### config.mk
export PLATFORM = sky130hd
export DESIGN_NAME = bcd_tube_driver
export DESIGN_NICKNAME = d
export VERILOG_FILES = /design/src/rtl/bcd_tube_driver.sv
export SDC_FILE = /design/constraint.sdc
export NUM_CORES = 1
export LEC_CHECK = 0
export CAP_MARGIN = 20
export CORE_ASPECT_RATIO = 2
export CORE_MARGIN = 4
export CORE_UTILIZATION = 25
export DETAILED_ROUTE_END_ITERATION = 7
export GPL_ROUTABILITY_DRIVEN = 0
export PLACE_DENSITY = 0.4
export RECOVER_POWER = 25
export SLEW_MARGIN = 20
export SYNTH_ARGS = -nofsm -noshare
export SYNTH_HDL_FRONTEND = slang
export SYNTH_SLANG_ARGS = --single-unit
### constraint.sdc
create_clock -name clk -period 3.8 [get_ports clk]
set_input_delay 0.95 -clock clk [delete_from_list [all_inputs] [get_ports clk]]
set_output_delay 0.95 -clock clk [all_outputs]
set_load 0.03 [all_outputs]
### src/rtl/bcd_tube_driver.sv
// bcd_tube_driver: double-dabble binary-to-BCD converter feeding a scanned 4-digit active-low 7-segment display
module bcd_tube_driver #(
  parameter int SCAN_DIV = 4
) (
  input  logic        clk,
  input  logic        rst_n,
  input  logic [15:0] data_in,
  output logic [7:0]  seg,
  output logic [3:0]  an,
  output logic        busy,
  output logic        ovf
);
  typedef enum logic [1:0] {IDLE, SHIFT, DONE} state_t;
  state_t      state;
  logic [15:0] cap, sh, disp;
  logic [19:0] bcd, bcd_adj;
  logic [3:0]  it, dig;
  logic        frc, show, wrap;
  logic [7:0]  scan_cnt, code;
  logic [1:0]  idx;
  always_comb begin
    bcd_adj = bcd;
    for (int i = 0; i < 5; i++)
      bcd_adj[i*4 +: 4] = bcd[i*4 +: 4] >= 4'd5 ? bcd[i*4 +: 4] + 4'd3 : bcd[i*4 +: 4];
  end
  assign wrap = scan_cnt == 8'(SCAN_DIV - 1);
  assign dig  = disp[{idx, 2'b00} +: 4];
  assign show = idx == 2'd0 || (disp >> {idx, 2'b00}) != 16'd0;
  always_comb begin
    case (dig)
      4'd0:    code = 8'hC0;
      4'd1:    code = 8'hF9;
      4'd2:    code = 8'hA4;
      4'd3:    code = 8'hB0;
      4'd4:    code = 8'h99;
      4'd5:    code = 8'h92;
      4'd6:    code = 8'h82;
      4'd7:    code = 8'hF8;
      4'd8:    code = 8'h80;
      4'd9:    code = 8'h90;
      default: code = 8'hFF;
    endcase
  end
  always_ff @(posedge clk) begin
    if (!rst_n) begin
      state    <= IDLE;
      cap      <= '0;
      sh       <= '0;
      bcd      <= '0;
      disp     <= '0;
      it       <= '0;
      frc      <= 1'b1;
      busy     <= 1'b0;
      ovf      <= 1'b0;
      scan_cnt <= '0;
      idx      <= '0;
      seg      <= 8'hFF;
      an       <= 4'hF;
    end else begin
      scan_cnt <= wrap ? 8'd0 : scan_cnt + 8'd1;
      idx      <= wrap ? idx + 2'd1 : idx;
      an       <= ~(4'b0001 << idx);
      seg      <= ovf ? 8'hBF : show ? code : 8'hFF;
      case (state)
        IDLE: if (frc || data_in != cap) begin
          cap   <= data_in;
          sh    <= data_in;
          bcd   <= '0;
          it    <= '0;
          frc   <= 1'b0;
          busy  <= 1'b1;
          state <= SHIFT;
        end
        SHIFT: begin
          {bcd, sh} <= {bcd_adj, sh} << 1;
          it        <= it + 4'd1;
          state     <= it == 4'd15 ? DONE : SHIFT;
        end
        DONE: begin
          disp  <= bcd[15:0];
          ovf   <= bcd[19:16] != 4'd0;
          busy  <= 1'b0;
          state <= IDLE;
        end
        default: state <= IDLE;
      endcase
    end
  end
endmodule

Word-level counts from Yosys, hierarchy flattened
Memories as Yosys holds them, arrays and structs flattened.
Cells that the tools add are included.
{ "word_totals": {"wordCells": 71, "memories": 1, "ramBits": 0, "mem_bits_ro": 112, "out_inout_bits": 14, "ff_bits": 99, "input_bits": 18, "latchBits": 0} }
{ "classes": {"eq_ne": 6, "shifts": 3, "order_cmp": 5, "n_bitwise": 3, "div_mod_pow": 0, "n_reduce_logical": 13, "add_sub_neg": 8, "muxes": 18, "mul": 0} }
{ "memory_table": {"columns": ["name", "words", "width", "rd", "rd_clocked_by_memory_dff", "write_ports", "line", "rtl"], "rows": [
  ["(name not given)", 16, 7, 1, 0, 0, "30", "case (dig)"]
]} }
{ "ops": {"columns": ["operator", "n"], "rows": [
  ["$pmux W20 S2", 1],
  ["$pmux W16 S2", 1],
  ["$ge A4 B3 Y1 const B", 5],
  ["$mux W20", 1],
  ["$mux W4", 5],
  ["$add A4 B2 Y4 const B", 4],
  ["$mux W16", 1],
  ["$ne A16 B16 Y1", 1],
  ["$reduce_bool A16 Y1", 1],
  ["$shiftx A16 B5 Y4", 1],
  ["$shr A16 B4 Y16", 1],
  ["$mux W7", 2],
  ["$add A8 B1 Y8 const B", 1],
  ["$eq A8 B2 Y1 const B", 1],
  ["$pmux W4 S2", 1],
  ["$reduce_and A2 Y1", 3],
  ["$add A4 B1 Y4 const B", 1],
  ["$eq A4 B4 Y1 const B", 1],
  ["$logic_not A2 Y1", 2],
  ["$mux W2", 2],
  ["$not A4 Y4", 1],
  ["$pmux W2 S2", 1],
  ["$reduce_bool A2 Y1", 2],
  ["$reduce_bool A4 Y1", 1],
  ["13 further kinds", 15]
]} }

Logic depth before layout (Yosys ltp)
{ "depth": {"depth_word": 5, "ltp_mapped": 8, "depth_no_buf": 7} }

Least setup slack after synthesis
Ideal clock, no wire load.
{ "synth_timing": {"path_kind": "reg2reg", "startpoint": "register idx[0]", "endpoint": "register seg[5]", "stages_incl_launch_ff": 9, "arrival_time_ns": 2.458, "required_time_ns": 3.713, "setup_ns": 0.087, "path_slack_ns": 1.255, "synth_period_minus_slack_ns": 2.545, "n_path_buf": 1, "path_cell_list": "dfxtp_1 > buf_2 > mux4_2 > inv_1 > ha_1 > or4b_2 > a211oi_1 > nor4b_2 > o31ai_1"} }
{ "synth_between": {"elab_chain_cells": 5, "elab_cells_between_ends": 8, "cone_classes": "2 x shift; 1 x bitwise; 4 x reduce/logical; 1 x memory"} }
{ "synth_rtl": {"columns": ["item", "line", "rtl"], "rows": [
  ["start, declared", "20", "logic [1:0] idx;"],
  ["start signal, assigned", "61", "idx <= wrap ? idx + 2'd1 : idx;"],
  ["branches (longest 5 deep; another with $mem_v2 Z16 W7)", null, null],
  ["end signal, assigned", "63", "seg <= ovf ? 8'hBF : show ? code : 8'hFF;"],
  ["end, declared", "8", "output logic [7:0] seg,"]
]} }
Parallel ways; which one is timed is not known.
A chain may end at the register's enable or synchronous reset.

Worst setup path in the final report
{ "layout_timing": {"startpoint": "input port data_in[2]", "endpoint": "register sh[7]"} }
{ "layout_between": {"elab_chain_cells": 4} }
{ "layout_rtl": {"columns": ["item", "line", "rtl"], "rows": [
  ["start, declared", "7", "input logic [15:0] data_in,"],
  ["$ne A16 B16 Y1", "65", "IDLE: if (frc || data_in != cap) begin"],
  ["$logic_or A1 B1 Y1", "65", null],
  ["$ne A2 B2 Y1 (no line)", null, null],
  ["$reduce_and A2 Y1 (no line)", null, null],
  ["end signal, assigned", "67", "sh <= data_in;"],
  ["end signal, assigned", "75", "{bcd, sh} <= {bcd_adj, sh} << 1;"],
  ["end, declared", "15", "logic [15:0] cap, sh, disp;"]
]} }
No other way between the ends.

==> metrics <==
Core Footprint=0.0183 mm2; FF-to-FF Start=idx[0]; hold slack=0.464 ns; Final Util=0.296; vias in the first global route=3725; wire length per cell=15.8 um; clk slew on worst S/H paths=0.06 ns; sw frac=0.256; Cell Area, Placed=0.00515 mm2; first-pass GRT wire length=19000 um; Final HPWL DP=8410 um; status=complete, no violations; number of enable flip-flop cells after synthesis=0; HP Start=disp[1]; Post-synth ARST share=0; R2R cell count=7; CTS root buf=clkbuf_16; slew margin rel.=0.274; Worst Hold Depth=2; cells after synthesis=502; fin crit share=0.806; register area share after synthesis=0.422; Hold Path End=disp[1]; CP Max Fanout=29; R2R Setup Slk=0.90 ns; Synth cell types=45; crit start category=input pin; Top Layer Used=met4; met2 WL=6560 um; Synth Register Bits=98; clk sinks=98; Hold Buf Count CTS=0; DRC viols=0; Slew Limit Fails=0; DRT iter0 DRCs=145; Tightest Pin Transition=1.09 ns; maximum clock rate=0.326 GHz; H-tree level count=3; pin count of the biggest net entering global routing=38; Area growth syn-to-layout=16.4%; crit path time final=3.06 ns; cell-internal power=0.00163 W; postcts setup bufs=0; Mapped Area=0.00465 mm2; Psw=0.000561 W; vias per cell=5.02; syn_nets=542; Finish-stage setup viols=0; clock tree buffer depth=2; total CTS buffers=9; register share of total power=0.511; critical path class=input pin to flop; # nets final=562; Worst setup EP type=flop; maxcap violations=0; Worst IR Drop VDD=0.264 mV; clock group share of total power=0.380; worst min path class=flop to flop; Static Leak=1.93 nW; combinational fraction of design power=0.109; via count of the routed design=3725; Met1 Routed Length=4570 um; Die Y=201 um; Pwr Total=0.00219 W; initial cell density of the core=0.254; Final Cell Area=0.00542 mm2; cts repair resizes=0; Final ANT Viol Nets=0; n_diodes=0; Die X=104 um; fraction of layout instances using a drive strength above 1=0.0741; boundary pin count=32; Rows=70; wire length on met3=282 um; Fin Setup TNS=0 ns; r2r endpoint=seg[0]; Mean Syn Cell Area=9.27 um2; Critical Path AT=3.28 ns; PD cells=404 mW/mm2; total congestion overflow=0; worst-skew pair later-pin latency=0.34 ns; skew final=0.0110 ns; Port Buffer Count=30; CP required=4.02 ns; RSZ-0062 raised after global routing=no; die footprint=0.0210 mm2; GRT Util Overall=0.112; Total Wirelength=11700 um; final hold viol count=0; CTS tree=yes; first drt pass iteration count=4; initial antenna violation count=0; synth warn=0; Synth Flop Type=dfxtp_1
## synth_stat cells, types with 2 or more instances
cell type,number,area [um2]
a22o_1,31,272
nand4_1,3,18.8
nor3b_1,5,37.5
nor2_1,27,101
inv_1,17,63.8
a221o_1,15,150
buf_6,4,45.0
mux4_2,4,90.1
or3b_2,2,17.5
a211oi_1,18,135
xor2_1,17,149
nor2b_1,5,31.3
a311oi_1,3,26.3
xnor2_1,15,131
and3_1,8,50.1
nor3_1,5,25.0
a21oi_1,53,265
buf_4,2,15.0
o21ai_0,32,160
a311oi_2,2,30.0
mux2i_1,3,30.0
nand2b_1,6,37.5
buf_2,6,30.0
a21o_1,6,45.0
clkbuf_1,19,71.3
nand3_1,5,25.0
ha_1,22,275
nand2_1,48,180
dfxtp_1,98,1960
nor4_1,6,37.5
## placed cells by master, fill, tap and decap left out, types with 3 or more instances in the layout
cell             count
nand4_1              3
a21oi_1             53
xor2_1              17
clkdlybuf4s50_1     29
and3_1               8
a22o_1              31
a21o_1               6
nand3_1              5
nand2b_1             6
inv_1               17
mux4_2               4
xnor2_1             15
mux2i_1              3
nor3_1               5
o21ai_0             32
nor2b_1              5
nand2_1             48
a211oi_1            18
clkbuf_1             3
dfxtp_1             98
clkbuf_16            9
nor3b_1              5
nor2_1              25
a311oi_1             3
nor4_1               6
buf_4                9
ha_1                22
a221o_1             15
## kinds of logic after synthesis
logic type / after synthesis / share of synthesized area
AO/OA/AOI/OAI: 166 / 0.245
AND/OR/NAND/NOR: 127 / 0.138
flip-flops: 98 / 0.422
buffers and inverters: 49 / 0.0492
XOR/XNOR: 32 / 0.0602
adder cells (fa/ha/maj): 22 / 0.0592
multiplexers: 7 / 0.0258
other: 1 / 0.000806
## sequential cells by signal (all words and copies together) (netlist names)
| name | cells |
|---|---|
| disp | 16 |
| frc | 1 |
| seg | 7 |
| it | 4 |
| scan_cnt | 8 |
| busy | 1 |
| ovf | 1 |
| bcd | 20 |
| cap | 16 |
| state | 2 |
| an | 4 |
| sh | 16 |
| idx | 2 |
## final cells by class
type	instances	area, um2
clock buffer	11	233
clock inverter	4	28.8
fill	1913	12900
inverter	17	63.8
multi-input combinational	355	2470
sequential	98	1960
tap	216	270
timing repair buffer	41	392
## power groups by stage
stage	clock, W	combinational [W]	sequential (W)
finish	0.000832	0.000239	0.00112
global route	0.000914	0.000261	0.00113
CTS	0.000875	0.000244	0.00112
detailed placement	0	0.000244	0.00114
global placement	0	0.000243	0.00114
floorplan	0	0.000144	0.00115
## critical path: stages
cell	delay (ns)
clkdlybuf4s50_1	0.48
xor2_1	0.17
nor4_1	0.42
nand3_1	0.31
o211a_1	0.39
buf_12	0.20
a221o_1	0.35
## layer usage
layer,vias up,GRT usage
li1,1860,-
met2,56,0.219
met5,-,0
met3,19,0.0171
met4,0,0.0476
met1,1790,0.116
## metrics by stage
| stage | instances | worst slack [ns] |
|---|---|---|
| 2_1_floorplan | 502 | 1.26 |
| 4_1_cts | 742 | 0.690 |
| 3_5_place_dp | 727 | 0.322 |
| 3_3_place_gp | 727 | 0.375 |
| 5_1_grt | 742 | 0.613 |
| 6_report | 742 | 0.736 |
## worst max-delay path by stage
stage / startpoint / end / slack [ns] / cells after the start
after floorplan: idx[0] / seg[5] / 1.26 / 8
after global placement: data_in[2] / sh[10] / 0.38 / 7
after detailed placement: data_in[2] / sh[13] / 0.32 / 7
after CTS: data_in[2] / sh[9] / 0.69 / 7
after global routing: data_in[2] / sh[9] / 0.61 / 7
final: data_in[2] / sh[7] / 0.74 / 7
(Power assumes the default switching activity.)
